**src/rtl/counters_pkg.sv**
```systemverilog
// Shared types and constants for the counters-section address controller.
package counters_pkg;

  localparam int AW_DEF = 20;

  typedef enum logic [1:0] {
    ST_IDLE = 2'd0,
    ST_GS   = 2'd1,
    ST_GD   = 2'd2
  } state_t;

  typedef enum logic {
    REQ_S = 1'b0,
    REQ_D = 1'b1
  } req_t;

  localparam int STEP_NARROW = 1;
  localparam int STEP_WIDE   = 2;

endpackage

```
**src/rtl/addr_step.sv**
```systemverilog
// Shared address incrementer plus per-bit load/count select (AND-OR form).
module addr_step
  import counters_pkg::*;
#(
  parameter int AW = AW_DEF
) (
  input  logic [AW-1:0] addr,
  input  logic          dir,
  input  logic          wide,
  input  logic          ld,
  input  logic [AW-1:0] lddata,
  output logic [AW-1:0] next_addr
);

  logic [AW-1:0] step;
  logic [AW-1:0] stepped;
  logic [AW-1:0] ld_mask;

  assign step    = wide ? AW'(STEP_WIDE) : AW'(STEP_NARROW);
  // Modulo-2^AW arithmetic: wrap in both directions is the intended behaviour.
  assign stepped = dir ? (addr - step) : (addr + step);

  assign ld_mask   = {AW{ld}};
  assign next_addr = (ld_mask & lddata) | (~ld_mask & stepped);

endmodule

```
**src/rtl/addr_counter_arb.sv**
```systemverilog
// Source/destination address registers sharing one step datapath; CPU loads
// win over steps, and step requests are granted round-robin.
module addr_counter_arb
  import counters_pkg::*;
#(
  parameter int AW = AW_DEF
) (
  input  logic          CLK,
  input  logic          RESETL,
  input  logic          LD,
  input  logic          LDSEL,
  input  logic [AW-1:0] LDDATA,
  input  logic          SREQ,
  input  logic          SDIR,
  input  logic          SWIDE,
  input  logic          DREQ,
  input  logic          DDIR,
  input  logic          DWIDE,
  output logic          SGNT,
  output logic          DGNT,
  output logic [AW-1:0] SADDR,
  output logic [AW-1:0] DADDR,
  output logic          BUSY
);

  state_t        state;
  state_t        state_nxt;
  req_t          last;
  req_t          last_nxt;

  logic          op_sel;
  logic          op_dir;
  logic          op_wide;
  logic [AW-1:0] op_addr;
  logic [AW-1:0] wr_data;
  logic          wr_s;
  logic          wr_d;

  always_ff @(posedge CLK or negedge RESETL) begin
    if (!RESETL) begin
      state <= ST_IDLE;
      last  <= REQ_D;
    end else begin
      state <= state_nxt;
      last  <= last_nxt;
    end
  end

  // A load always takes the cycle: it stalls a pending grant and masks new requests.
  always_comb begin
    state_nxt = state;
    last_nxt  = last;
    SGNT      = 1'b0;
    DGNT      = 1'b0;
    case (state)
      ST_IDLE: begin
        if (!LD) begin
          if (SREQ && DREQ)
            state_nxt = (last == REQ_D) ? ST_GS : ST_GD;
          else if (SREQ)
            state_nxt = ST_GS;
          else if (DREQ)
            state_nxt = ST_GD;
        end
      end
      ST_GS: begin
        if (!LD) begin
          SGNT      = 1'b1;
          last_nxt  = REQ_S;
          state_nxt = ST_IDLE;
        end
      end
      ST_GD: begin
        if (!LD) begin
          DGNT      = 1'b1;
          last_nxt  = REQ_D;
          state_nxt = ST_IDLE;
        end
      end
      default: state_nxt = ST_IDLE;
    endcase
  end

  assign BUSY = (state != ST_IDLE);

  // Operand select: load target when loading, otherwise the register in grant.
  assign op_sel  = LD ? LDSEL : (state == ST_GD);
  assign op_dir  = op_sel ? DDIR  : SDIR;
  assign op_wide = op_sel ? DWIDE : SWIDE;
  assign op_addr = op_sel ? DADDR : SADDR;

  addr_step #(
    .AW (AW)
  ) u_step (
    .addr      (op_addr),
    .dir       (op_dir),
    .wide      (op_wide),
    .ld        (LD),
    .lddata    (LDDATA),
    .next_addr (wr_data)
  );

  assign wr_s = LD ? ~LDSEL : SGNT;
  assign wr_d = LD ?  LDSEL : DGNT;

  always_ff @(posedge CLK or negedge RESETL) begin
    if (!RESETL) begin
      SADDR <= '0;
      DADDR <= '0;
    end else begin
      if (wr_s) SADDR <= wr_data;
      if (wr_d) DADDR <= wr_data;
    end
  end

endmodule

```
**config.mk**
```make
export PLATFORM = sky130hd
export DESIGN_NAME = addr_counter_arb
export DESIGN_NICKNAME = d
export VERILOG_FILES = /design/src/rtl/counters_pkg.sv /design/src/rtl/addr_step.sv /design/src/rtl/addr_counter_arb.sv
export SDC_FILE = /design/constraint.sdc
export NUM_CORES = 1
export LEC_CHECK = 0
export CAP_MARGIN = 20
export CORE_ASPECT_RATIO = 2
export CORE_MARGIN = 1
export CORE_UTILIZATION = 37
export CTS_CLUSTER_SIZE = 30
export DETAILED_ROUTE_END_ITERATION = 10
export HOLD_SLACK_MARGIN = 0.1
export PLACE_DENSITY = 0.65
export SYNTH_ARGS = -nofsm -noshare
export SYNTH_HDL_FRONTEND = slang
export SYNTH_SLANG_ARGS = --single-unit
```
**constraint.sdc**
```tcl
create_clock -name CLK -period 5.2 [get_ports CLK]
set_clock_uncertainty 0.05 [all_clocks]
set_input_delay 1.04 -clock CLK [delete_from_list [all_inputs] [get_ports CLK]]
set_output_delay 1.04 -clock CLK [all_outputs]
set_load 0.02 [all_outputs]
```
==> metrics.cfg, run 1 <==
[outcome]
outcome = finished, final reports clean

[power]
internal_power_w = 0.00153
ir_worst_vdd_mv = 0.320
power_leakage_nw = 1.93
clock_power_share_pct = 10.8
power_frac_comb_pct = 64.9
power_frac_seq_pct = 24.3
power_density_mw_per_mm2 = 627
sw_frac_of_total_pct = 48.6
switching_power_w = 0.00145

[floorplan]
die_y_um = 143
rows = 51
initial_utilization_pct = 38.2
fp.dieW_um = 72.7
io_pins = 73
core_area_mm2 = 0.00970
die_area_mm2 = 0.0104

[synthesis]
yosysSeqAreaShare_pct = 29.1
synth_area_leaders = dfrtp_1 (28%), mux2i_1 (8.6%), nand2_1 (7.1%), a21oi_1 (5.4%), o21ai_0 (5.4%)
synth_top_cell_area_share_pct = 28.4
synthArstFlopShare_pct = 100
synth_nets = 509
avgSynthCellArea_um2 = 7.91
synth.most_common_cell = nand2_1
syn-cell-area_mm2 = 0.00370
synth_common_cells = nand2_1 (70), dfrtp_1 (42), nor2_1 (41), a21oi_1 (40), o21ai_0 (40)
synth_cell_types = 62
synth.largest_area_cell = dfrtp_1
yosysWarnings = 0
synth_edf_count = 0
ys.flop_type = dfrtp_1
yosys_register_bits = 43
synthCells = 468

[routing]
drt_wl_total_mm = 11.3
drt_iter0_markers = 212
firstDrtPassIters = 6
ant_nets = 0
top_layer = met4
vias_per_cell = 5.55
wl_met1_mm = 4.38
route.met2.wl_mm = 6.04
post-route-drc-count = 0
vias = 3701
wl_met3_um = 403
wl_per_cell_um = 16.9

[sta]
setup_viol = 0
rsz0062_at_grt = false
maxSlewViolCount = 0
tightest_slew_ps = 997
fmax_mhz = 214
fin_hold_ws_ps = 421
hold_violations = 0
finalSetupTns_ps = 0
final.period_utilization_pct = 90.1
min_period_ps = 4680
slew_headroom_pct = 33.5

[cells_and_area]
fill_cells = 972
antennaDiodeCount = 0
layout-drive-gt1-share_pct = 8.41
fin_area_mm2 = 0.00475
multi_input_area_mm2 = 0.00245
regArea_mm2 = 0.00108
nets = 575
area_delta_synth_final_pct = 28.2

[global_route]
overflow = 0
grt_max_degree = 44
grt_pass1_vias = 3634
track_usage_pct = 23.0
grt_pass1_wl_mm = 18.4
antenna_found_initial = 0

[clock_network]
insertion_delay_ps = 290
cts_resized = 0
clk_path_buf_depth = 2
cts_buffers = 5
cts-root-buf = clkbuf_16
clock_sinks = 43
tritoncts = built
clkTransAtPathRegs_ps = 60
htree_levels = 2
holdBufCountCts = 0
post_cts_buffers = 0

[setup_path]
worstPathArrival_ps = 4800
required_ps = 5320
end_kind = flip-flop
critPathLaunchType = primary input
cp_max_fo = 9
path_class = primary input to flip-flop

[placement]
place_congestion = 0.894
hpwl_mm = 8.60
placed_area_mm2 = 0.00460
port_buffers = 72

[flow_run]
maxCapViolCount = 0

[worst_hold_path]
hp-class = flip-flop to flip-flop

worst max-delay path: stages:
cell,delay [ps]
clkdlybuf4s50_1,550
mux2i_4,350
buf_4,220
mux2i_1,280
nand2_1,130
fa_1,420
nor2b_1,150
o21ai_0,150
a211oi_1,380
o21a_1,240
o21ai_0,170
nand3_1,220
and3b_1,200
a211oi_1,200
o21ai_1,90
cells in the final DEF (no fill, tap or decap), drive strengths merged, types with 7 or more instances in the layout:
master          n
nand2          70
a21oi          40
inv            14
o21ai          42
nor2b           9
nor3           11
ha             10
buf            19
nand3          11
nor2           41
mux2i          34
xor2            7
clkdlybuf4s50  71
xnor2          21
dfrtp          42
final cells by class:
type | instances | area share (%)
clock buffers | 5 | 2.64
flip-flops and latches | 43 | 22.7
repair buffers | 90 | 17.9
inverters | 14 | 1.11
well taps | 132 | 3.48
clock inverters | 3 | 0.527
multi-input cells | 380 | 51.6
per-layer routing:
layer	track usage (%)	vias up
li1	-	1797
met1	26.6	1768
met2	39.8	105
met3	3.02	31
met4	12.9	0
met5	0	-
per-stage QoR:
step | cells | power [W] | worst slack [ps] | util [%]
after global routing | 667 | 0.00321 | 121 | 49.0
after floorplan | 468 | 0.00196 | 442 | -
after detailed placement | 659 | 0.00265 | 216 | 47.4
after CTS | 667 | 0.00299 | 502 | 49.0
final | 667 | 0.00298 | 517 | 49.0
after global placement | 659 | 0.00262 | 351 | 47.4
cell families after synthesis:
| logic type | share of synthesized area [%] |
|---|---|
| buf+inv | 5.03 |
| xor+xnor | 6.82 |
| fa+ha+maj | 3.92 |
| flops | 29.1 |
| compound gates | 22.9 |
| mux | 10.9 |
| simple gates | 21.3 |
path summary, 6_finish.rpt:
path                          start  cells past startpoint  slack [ps]         to
min reg2reg                    last                      2         420       last
min                            last                      2         420       last
max reg2reg                state[0]                     16        1140  DADDR[18]
max in group asynchronous    RESETL                      1        3610  DADDR[18]
max                              LD                     15         520  DADDR[18]
min in group asynchronous    RESETL                      1         850   SADDR[5]
registers in the layout, indices dropped and copies added (netlist names):
| name | count |
|---|---|
| state | 2 |
| SADDR | 20 |
| last | 1 |
| DADDR | 20 |
power by group through the flow:
stage	clock, W	sequential, W	combinational (W)
floorplan	0	0.000807	0.00115
global placement	0	0.000721	0.00190
detailed placement	0	0.000726	0.00193
CTS	0.000328	0.000722	0.00194
global route	0.000347	0.000751	0.00212
finish	0.000321	0.000725	0.00193
Note: power is estimated with default switching activity, not from simulation.
==> run 2: changes to the inputs <==
CTS_BUF_LIST = sky130_fd_sc_hd__clkbuf_4 sky130_fd_sc_hd__clkbuf_8 sky130_fd_sc_hd__clkbuf_16   (was default)
==> results of run 2 <==
Same layout as run 1: the final DEF is identical, and so are final timing and power.
